**src/rtl/ptw_walker_pkg.sv**
```systemverilog
// rtl/ptw_walker_pkg.sv - Sv39 walker types, widths and PTE address helper
package ptw_walker_pkg;

  localparam int VPN_W         = 27;
  localparam int PPN_W         = 20;
  localparam int PADDR_W       = 32;
  localparam int LEVELS        = 3;
  localparam int PTE_SIZE_LOG2 = 3;
  localparam int VPN_SLICE_W   = 9;
  localparam int PTE_PPN_W     = 44;

  typedef enum logic [1:0] {
    PTW_IDLE,
    PTW_MEM_REQ,
    PTW_MEM_WAIT,
    PTW_RESP
  } ptw_state_t;

  typedef struct packed {
    logic [9:0]           reserved;
    logic [PTE_PPN_W-1:0] ppn;
    logic [1:0]           rfs;
    logic                 d;
    logic                 a;
    logic                 g;
    logic                 u;
    logic                 x;
    logic                 w;
    logic                 r;
    logic                 v;
  } pte_t;

  typedef struct packed {
    logic               valid;
    logic [PADDR_W-1:0] addr;
  } ptw_mem_req_t;

  typedef struct packed {
    logic        valid;
    logic [63:0] data;
  } ptw_mem_resp_t;

  // PTE address for one level: table base, the VPN slice of that level, 8-byte entries
  function automatic logic [PADDR_W-1:0] pte_addr(input logic [PPN_W-1:0] base,
                                                  input logic [VPN_W-1:0] vpn,
                                                  input logic [1:0]       lvl);
    logic [VPN_SLICE_W-1:0] idx;
    case (lvl)
      2'd2:    idx = vpn[26:18];
      2'd1:    idx = vpn[17:9];
      default: idx = vpn[8:0];
    endcase
    return {base, idx, {PTE_SIZE_LOG2{1'b0}}};
  endfunction

endpackage

```
**src/rtl/ptw_walker_pte_check.sv**
```systemverilog
// rtl/ptw_walker_pte_check.sv - classifies a fetched Sv39 PTE as invalid, leaf or pointer
module ptw_pte_check
  import ptw_walker_pkg::*;
(
  input  logic [63:0] pte,
  input  logic [1:0]  lvl,
  output logic        is_leaf,
  output logic        is_invalid,
  output logic        misaligned
);

  pte_t p;
  assign p = pte_t'(pte);

  // superpage leaves must have the PPN bits covered by the page offset cleared
  always_comb begin
    is_invalid = !p.v || (p.w && !p.r);
    is_leaf    = p.r || p.x;
    case (lvl)
      2'd2:    misaligned = |p.ppn[17:0];
      2'd1:    misaligned = |p.ppn[8:0];
      default: misaligned = 1'b0;
    endcase
  end

  logic unused_pte_bits;
  assign unused_pte_bits = ^{p.reserved, p.ppn[PTE_PPN_W-1:18], p.rfs, p.d, p.a, p.g, p.u};

endmodule

```
**src/rtl/ptw_walker.sv**
```systemverilog
// rtl/ptw_walker.sv - Sv39 page-table walker on the TLB miss path, single outstanding PTE read
module ptw_walker
  import ptw_walker_pkg::*;
(
  input  logic               clk_i,
  input  logic               rst_i,
  input  logic               ptw_req_i_valid,
  input  logic [VPN_W-1:0]   ptw_req_i_addr,
  input  logic [1:0]         ptw_req_i_prv,
  input  logic               ptw_req_i_store,
  input  logic               ptw_req_i_fetch,
  output logic               ptw_req_ready_o,
  output logic               ptw_resp_o_valid,
  output logic               ptw_resp_o_error,
  output logic [63:0]        ptw_resp_o_pte,
  output logic [1:0]         ptw_resp_o_level,
  output logic               ptw_invalidate_o,
  input  logic [PPN_W-1:0]   csr_satp_ppn_i,
  input  logic               csr_flush_i,
  output logic               mem_req_o_valid,
  output logic [PADDR_W-1:0] mem_req_o_addr,
  input  logic               mem_req_i_ready,
  input  logic               mem_resp_i_valid,
  input  logic [63:0]        mem_resp_i_data
);

  ptw_state_t         state_q, state_d;
  logic [VPN_W-1:0]   vpn_q;
  logic [1:0]         prv_q;
  logic               store_q, fetch_q;
  logic [1:0]         lvl_q;
  logic [PPN_W-1:0]   base_q;
  pte_t               pte_q;
  logic               err_q, kill_q, inval_q;
  ptw_mem_req_t       mem_req;

  pte_t pte_in;
  logic is_leaf, is_invalid, misaligned;
  logic fault, descend, walk_killed, accept;

  assign pte_in = pte_t'(mem_resp_i_data);

  ptw_pte_check u_pte_check (
    .pte        (mem_resp_i_data),
    .lvl        (lvl_q),
    .is_leaf    (is_leaf),
    .is_invalid (is_invalid),
    .misaligned (misaligned)
  );

  assign accept      = (state_q == PTW_IDLE) && ptw_req_i_valid;
  assign fault       = is_invalid || (is_leaf && misaligned) || (!is_leaf && lvl_q == 2'd0);
  assign descend     = !is_invalid && !is_leaf && (lvl_q != 2'd0);
  assign walk_killed = kill_q || csr_flush_i;

  always_ff @(posedge clk_i or posedge rst_i) begin
    if (rst_i) state_q <= PTW_IDLE;
    else       state_q <= state_d;
  end

  always_comb begin
    state_d = state_q;
    case (state_q)
      PTW_IDLE:     if (ptw_req_i_valid) state_d = PTW_MEM_REQ;
      // a flush that lands on the handshake still has a read in flight, so wait it out
      PTW_MEM_REQ:  if (mem_req_i_ready) state_d = PTW_MEM_WAIT;
                    else if (csr_flush_i) state_d = PTW_IDLE;
      PTW_MEM_WAIT: if (mem_resp_i_valid) begin
                      if (walk_killed)  state_d = PTW_IDLE;
                      else if (descend) state_d = PTW_MEM_REQ;
                      else              state_d = PTW_RESP;
                    end
      PTW_RESP:     state_d = PTW_IDLE;
      default:      state_d = PTW_IDLE;
    endcase
  end

  always_ff @(posedge clk_i or posedge rst_i) begin
    if (rst_i) begin
      vpn_q   <= '0;
      prv_q   <= '0;
      store_q <= 1'b0;
      fetch_q <= 1'b0;
      lvl_q   <= '0;
      base_q  <= '0;
      pte_q   <= '0;
      err_q   <= 1'b0;
      kill_q  <= 1'b0;
      inval_q <= 1'b0;
    end else begin
      inval_q <= csr_flush_i;
      if (accept) begin
        vpn_q   <= ptw_req_i_addr;
        prv_q   <= ptw_req_i_prv;
        store_q <= ptw_req_i_store;
        fetch_q <= ptw_req_i_fetch;
        lvl_q   <= 2'(LEVELS - 1);
        base_q  <= csr_satp_ppn_i;
        pte_q   <= '0;
        err_q   <= 1'b0;
        kill_q  <= 1'b0;
      end
      if (state_q == PTW_MEM_REQ && mem_req_i_ready && csr_flush_i) kill_q <= 1'b1;
      if (state_q == PTW_MEM_WAIT) begin
        if (csr_flush_i) kill_q <= 1'b1;
        if (mem_resp_i_valid) begin
          kill_q <= 1'b0;
          if (!walk_killed) begin
            pte_q <= pte_in;
            err_q <= fault;
            if (descend) begin
              base_q <= pte_in.ppn[PPN_W-1:0];
              lvl_q  <= lvl_q - 2'd1;
            end
          end
        end
      end
    end
  end

  always_comb begin
    mem_req.valid    = (state_q == PTW_MEM_REQ);
    mem_req.addr     = '0;
    ptw_req_ready_o  = (state_q == PTW_IDLE);
    ptw_resp_o_valid = 1'b0;
    ptw_resp_o_error = 1'b0;
    ptw_resp_o_pte   = '0;
    ptw_resp_o_level = '0;
    if (state_q == PTW_MEM_REQ) mem_req.addr = pte_addr(base_q, vpn_q, lvl_q);
    if (state_q == PTW_RESP) begin
      ptw_resp_o_valid = 1'b1;
      ptw_resp_o_error = err_q;
      ptw_resp_o_pte   = err_q ? 64'h0 : 64'(pte_q);
      ptw_resp_o_level = lvl_q;
    end
  end

  assign mem_req_o_valid  = mem_req.valid;
  assign mem_req_o_addr   = mem_req.addr;
  assign ptw_invalidate_o = inval_q;

  // requester attributes are held for debug visibility only
  logic unused_req_attr;
  assign unused_req_attr = ^{prv_q, store_q, fetch_q};

endmodule
```
**config.mk**
```make
export PLATFORM = sky130hd
export DESIGN_NAME = ptw_walker
export DESIGN_NICKNAME = d
export VERILOG_FILES = /design/src/rtl/ptw_walker_pkg.sv /design/src/rtl/ptw_walker_pte_check.sv /design/src/rtl/ptw_walker.sv
export SDC_FILE = /design/constraint.sdc
export NUM_CORES = 1
export LEC_CHECK = 0
export BUFFER_PORTS_ARGS = -buffer_cell sky130_fd_sc_hd__buf_4
export CAP_MARGIN = 20
export CORE_UTILIZATION = 49
export DETAILED_ROUTE_END_ITERATION = 6
export PLACE_DENSITY = 0.8
export SLEW_MARGIN = 20
export SYNTH_ARGS = -nofsm -noshare
export SYNTH_HDL_FRONTEND = slang
export SYNTH_SLANG_ARGS = --single-unit
export TNS_END_PERCENT = 10
```
**constraint.sdc**
```tcl
create_clock -name clk_i -period 5.6 [get_ports clk_i]
set_input_delay 1.4 -clock clk_i [delete_from_list [all_inputs] [get_ports clk_i]]
set_output_delay 1.4 -clock clk_i [all_outputs]
set_load 0.005 [all_outputs]
```
==> results of run 1 <==
## worst register-to-register path, stage by stage, from the launching register on
cell and delay (ns):
dfrtp_1 0.47, nor2_2 0.09, nand2_4 0.70, buf_4 0.60
nand3_1 0.17, nand2_1 0.11
## layer usage
layer	track usage, %	routed length [um]	part of all wire [%]
met1	31.13	6034	41
met2	43.61	7564	51
met3	6.069	966	6.5
met4	9.820	301	2.0
met5	0	0	0
## flip-flops by register name, indices dropped and copies added (netlist names)
name,count
vpn_q,27
err_q,1
lvl_q,2
ptw_invalidate_o,1
state_q,2
kill_q,1
base_q,20
pte_q,64
## power groups by stage
stage	registers [uW]	clock network [uW]	logic [uW]
floorplan	1270	0	708
global placement	1300	0	1010
CTS	1310	1200	1060
global route	1360	1240	1160
detailed placement	1320	0	1050
finish	1320	1180	1060
## kinds of logic after synthesis
| logic type | Yosys count | synth area share (%) |
|---|---|---|
| DFF | 118 | 50.69 |
| adders and majority gates | 3 | 0.6444 |
| AOI/OAI and AO/OA | 51 | 5.584 |
| other | 1 | 0.06437 |
| muxes | 48 | 8.827 |
| and+or+nand+nor | 335 | 28.39 |
| buffers and inverters | 51 | 5.799 |
## area by class of cell
type | instances | area (um^2) | area share (%)
Sequential cell | 118 | 2953 | 36.85
Multi-Input combinational cell | 440 | 2552 | 31.86
Timing Repair Buffer | 219 | 1657 | 20.67
Clock buffer | 23 | 478.0 | 5.965
Tap cell | 143 | 178.9 | 2.233
Clock inverter | 8 | 170.2 | 2.124
Inverter | 5 | 23.77 | 0.2967
## worst max path at each step
| stage | to | cells past startpoint | slack, ns |
|---|---|---|---|
| after global placement | ptw_resp_o_pte[40] | 4 | 2.35 |
| after global routing | mem_req_o_addr[28] | 4 | 1.83 |
| after CTS | ptw_resp_o_pte[15] | 4 | 1.86 |
| after detailed placement | ptw_resp_o_pte[4] | 4 | 2.32 |
| after floorplan | base_q[0] | 1 | 1.07 |
| final | mem_req_o_addr[26] | 4 | 1.98 |
## layout by cell type (no fill, tap or decap), types with 2 or more instances in the layout
master	synthesis	final
inv_1	5	4
buf_4	6	218
mux2_2	25	25
conb_1	1	3
nor3_1	3	3
nand2_4	0	2
a22oi_1	9	9
nand2_1	125	125
clkbuf_1	15	3
and3_1	2	2
nor2b_1	2	2
clkinvlp_4	0	2
nand2b_1	3	3
nand3_1	67	67
a211oi_1	9	9
mux2_1	2	2
clkbuf_8	0	3
o21ai_0	4	4
clkbuf_16	0	17
a31oi_1	2	2
nand2_2	7	5
dfrtp_1	118	118
nor4_1	2	2
a21oi_1	20	20
and2_1	84	84
mux2i_1	21	21
nor2_1	33	33
bufinv_16	0	5
ha_1	3	3
## metrics by stage
step / utilization, % / power [uW] / hold slack (ns) / setup WS (ns)
floorplan: - / 1981 / 0.4578 / 1.071
global route: 69.58 / 3763 / 0.5077 / 1.826
global placement: 63.71 / 2313 / 0.4690 / 2.349
CTS: 69.38 / 3574 / 0.4902 / 1.859
detailed placement: 63.75 / 2378 / 0.4762 / 2.315
finish: 69.58 / 3559 / 0.4851 / 1.985
==> flow_summary.ini, run 1 <==
[run_status]
outcome = finished with violations
violations = design-rule violations

[yosys]
syn-mean-instance-area_um2 = 9.597
ys_types = 42
yosysWarnings = 0
yosysMostFrequentCell = nand2_1
syn_inst = 607
synth_seq_cells = 118
synth_top_area_cell = dfrtp_1
synthTopCellsByArea = dfrtp_1 (51%), and2_1 (9.0%), nand2_1 (8.1%)
synthTopCellsByCount = nand2_1 (125), dfrtp_1 (118), and2_1 (84)
synth-edff-count = 0
synth_ff_type = dfrtp_1
synth-seq-area-share_pct = 50.69
netlist_area_um2 = 5826
async_flop_share_pct = 100.0
synth_top_area_share_pct = 50.69

[cts]
clk_latency_ns = 0.40
clkSinkCount = 118
root_buffer = clkbuf_16
post_cts_buffers = 0
cts_hold_buffers = 0
htree_levels = 4
clock_path_buffers = 2
clk_pin_slew_ns = 0.05
cts_buffers = 17
cts_tree = done
cts_resized = 0

[detailed_routing]
drc = 34
wire_per_inst_um = 15.55
drt_wl_total_mm = 14.87
vias = 5011
avgViaCountPerCell = 5.242
drt-pass1-iter-count = 7
ant_nets = 0
drtIter0Drc = 337

[sta]
finalSetupViolCount = 0
setup_tns_ns = 0
fmax_mhz = 276.6
min_period_ns = 3.615
relSlewSlack_pct = 33.24
finClkSkew_ns = 0.006772
rsz0062_at_grt = no
maxSlewViolCount = 0
worstMarginPinSlew_ns = 1.001
finalHoldViolCount = 0
period_share_pct = 64.56

[global_route]
grt_pass1_vias = 5077
antenna_found_initial = 0
grtUsageTotal_pct = 25.44
grt_start_max_net_pins = 87
grt_pass1_wl_mm = 24.73
overflow = 0

[power_and_ir_drop]
ir_drop_mv = 0.3108
power.switching_uw = 1045
seqPwrFrac_pct = 37.0
p_int_uw = 2515
powerDensity_nw_per_um2 = 444.2
cellLeakagePower_uw = 0.004327
clockPowerShare_pct = 33.3
power_frac_comb_pct = 29.7
switching_share_pct = 29.35

[critical_path]
rr_worst_depth = 5
r2r_end = pte_q[52]
crit_required_ns = 4.20
start_kind = register
slowest_delay_ns = 0.47
path_delay_family = simple AND/OR/NAND/NOR gates
critPathArrivalTime_ns = 2.22
path_cells = nand2b_1 > inv_1 > and2_1 > buf_4
crit_type = register to output pin
worstPathMaxFanout = 22
cp.buffers_inverters = 2
cp-end-kind = output pin
reg2reg_slack_ns = 3.40
cp_slowest_cell = dfrtp_1
startpoint = state_q[1]
r2r-start = state_q[1]

[min_path]
min_to = pte_q[15]
worstHoldPathCells = 2
hold_path.class = register to register
hp-start = pte_q[15]

[layout]
area_growth_pct = 37.54
layout.nets = 925
final_layout_size_suffix_gt1_share_pct = 35.55
final_area_um2 = 8013
num-fill-cells = 871
antenna_cells = 0
instances_no_fill = 956

[floorplan]
num_rows = 39
start_util_pct = 50.59
dieWidth_um = 111.0
core-area_um2 = 11520
die_h_um = 111.0
io_pins = 224
dieArea_um2 = 12330

[placement]
placed_area_um2 = 7342
io_buffer_count = 216
dp_cells = 924
gp_congestion = 0.8144
dp_hpwl_mm = 9.995

[flow_run]
maxCapViolCount = 0
Note: power is estimated with default switching activity, not from simulation.
==> inputs of run 2 (changes only) <==
CORE_UTILIZATION = 45   (was 49)
PLACE_DENSITY = 0.77   (was 0.8)
clock period = 3 ns   (was 5.6 ns; I/O delays follow)
==> flow_summary.ini, run 2 (synthesis gave the netlist of run 1 again) <==
[global_route]
grtUsageTotal_pct = 23.52
grt_pass1_vias = 4916
overflow = 0
grt_start_max_net_pins = 119
antenna_found_initial = 0
grt_pass1_wl_mm = 23.96

[layout]
largest_reg_flops = 64
layout_common_cells = buf_4 (223), nand2_1 (125), dfrtp_1 (118)
num-fill-cells = 1051
top_register = pte_q
reg.largest.list = pte_q: 64 flops, vpn_q: 27 flops, base_q: 20 flops
layout.nets = 932
multi_input_area_um2 = 2550
seqCellArea_um2 = 2953
area_growth_pct = 38.02
antenna_cells = 0
final_common_cell = buf_4
final_layout_size_suffix_gt1_share_pct = 35.94

[floorplan]
num_rows = 41
dieWidth_um = 115.8
dieArea_um2 = 13410
io_pins = 224
start_util_pct = 46.16
core-area_um2 = 12620
die_h_um = 115.8

[run_status]
outcome = finished clean

[critical_path]
slowest_delay_ns = 0.43
r2r-start = lvl_q[0]
cp_slowest_cell = ha_1
reg2reg_slack_ns = 0.91
critPathArrivalTime_ns = 2.02
startpoint = lvl_q[1]
path_cells = inv_1 > ha_1 > a22oi_1 > a211oi_1 > buf_4
path_delay_family = compound AO/OA/AOI/OAI gates
cp.buffers_inverters = 2
start_kind = register
r2r_end = base_q[2]
cp-end-kind = output pin
rr_worst_depth = 6
crit_type = register to output pin
crit_required_ns = 2.25
worstPathMaxFanout = 10

[power_and_ir_drop]
switching_share_pct = 30.10
power.switching_uw = 1933
powerDensity_nw_per_um2 = 799.0
ir_drop_mv = 0.5208
total_power_uw = 6424
cellLeakagePower_uw = 0.004323
clockPowerShare_pct = 30.4
seqPwrFrac_pct = 38.2
p_int_uw = 4490
power_frac_comb_pct = 31.4

[placement]
gp_congestion = 0.7800
io_buffer_count = 216
dp_hpwl_mm = 10.51

[cts]
clk_pin_slew_ns = 0.05
cts_tree = done
clkSinkCount = 118
clock_path_buffers = 2
cts_buffers = 17
post_cts_buffers = 0
root_buffer = clkbuf_16
clk_latency_ns = 0.41
htree_levels = 4

[sta]
maxSlewViolCount = 0
min_period_ns = 2.767
worstMarginPinSlew_ns = 0.6853
relSlewSlack_pct = 54.31
setup_tns_ns = 0
period_share_pct = 92.23
finalHoldViolCount = 0
finalSetupViolCount = 0
finClkSkew_ns = 0.004734
fmax_mhz = 361.4
rsz0062_at_grt = no

[detailed_routing]
avgViaCountPerCell = 5.046
vias = 4996
ant_nets = 0
drtIter0Drc = 324
drc = 0
wire_per_inst_um = 15.30
drt-pass1-iter-count = 4
drt_wl_total_mm = 15.15

[flow_run]
maxCapViolCount = 0

[min_path]
hold_path.class = primary input to async pin
run 2: what timing repair did:
item / in CTS / in global routing
hold buffers: 0 / 0
setup endpoints to repair: 0 / 6
resized for setup: 0 / 1
run 2: area by class of cell:
cell class / instances / area share (%)
clock buffer: 25 / 6.162
tap: 172 / 2.677
sequential: 118 / 36.73
inverter: 5 / 0.2801
clock inverter: 4 / 0.8715
timing repair buffer: 226 / 21.57
multi-input combinational: 440 / 31.71
run 2: per-stage QoR:
step                instances  area (um^2)  setup slack, ns  utilization [%]  hold slack [ns]
global placement          961         7472           0.5594            59.21           0.4702
floorplan                 609         5837           0.8086                -           0.4578
finish                    990         8040           0.2330            63.71           0.4750
global route              990         8040          0.05648            63.71           0.4985
detailed placement        961         7472           0.5222            59.21           0.4757
CTS                       990         8038          0.04356            63.69           0.4880
run 2: power groups by stage:
stage / sequential [uW] / combinational (uW) / clock, uW
after floorplan: 2380 / 1320 / 0
final: 2460 / 2010 / 1950
after CTS: 2450 / 2040 / 1990
after global placement: 2430 / 1960 / 0
after global routing: 2520 / 2240 / 2070
after detailed placement: 2470 / 2030 / 0
run 2: worst min-delay path, stage by stage:
cell        delay, ns
buf_4            0.12
clkinvlp_4       0.07
buf_12           0.41
run 2: worst max-delay path by stage:
stage | to | slack (ns) | cells after the start
after floorplan | base_q[0] | 0.81 | 1
after global placement | mem_req_o_addr[6] | 0.56 | 5
after detailed placement | mem_req_o_addr[6] | 0.52 | 5
after CTS | mem_req_o_addr[6] | 0.04 | 5
after global routing | ptw_resp_o_pte[44] | 0.06 | 5
final | mem_req_o_addr[6] | 0.23 | 5
run 2: routing by layer:
| layer | part of all wire (%) | vias to the layer above | routed length, um | global-route usage (%) |
|---|---|---|---|---|
| li1 | - | 2409 | - | - |
| met2 | 49 | 174 | 7470 | 38.13 |
| met4 | 1.8 | 0 | 272 | 10.68 |
| met3 | 6.9 | 26 | 1044 | 6.172 |
| met5 | 0 | - | 0 | 0 |
| met1 | 42 | 2387 | 6364 | 29.56 |
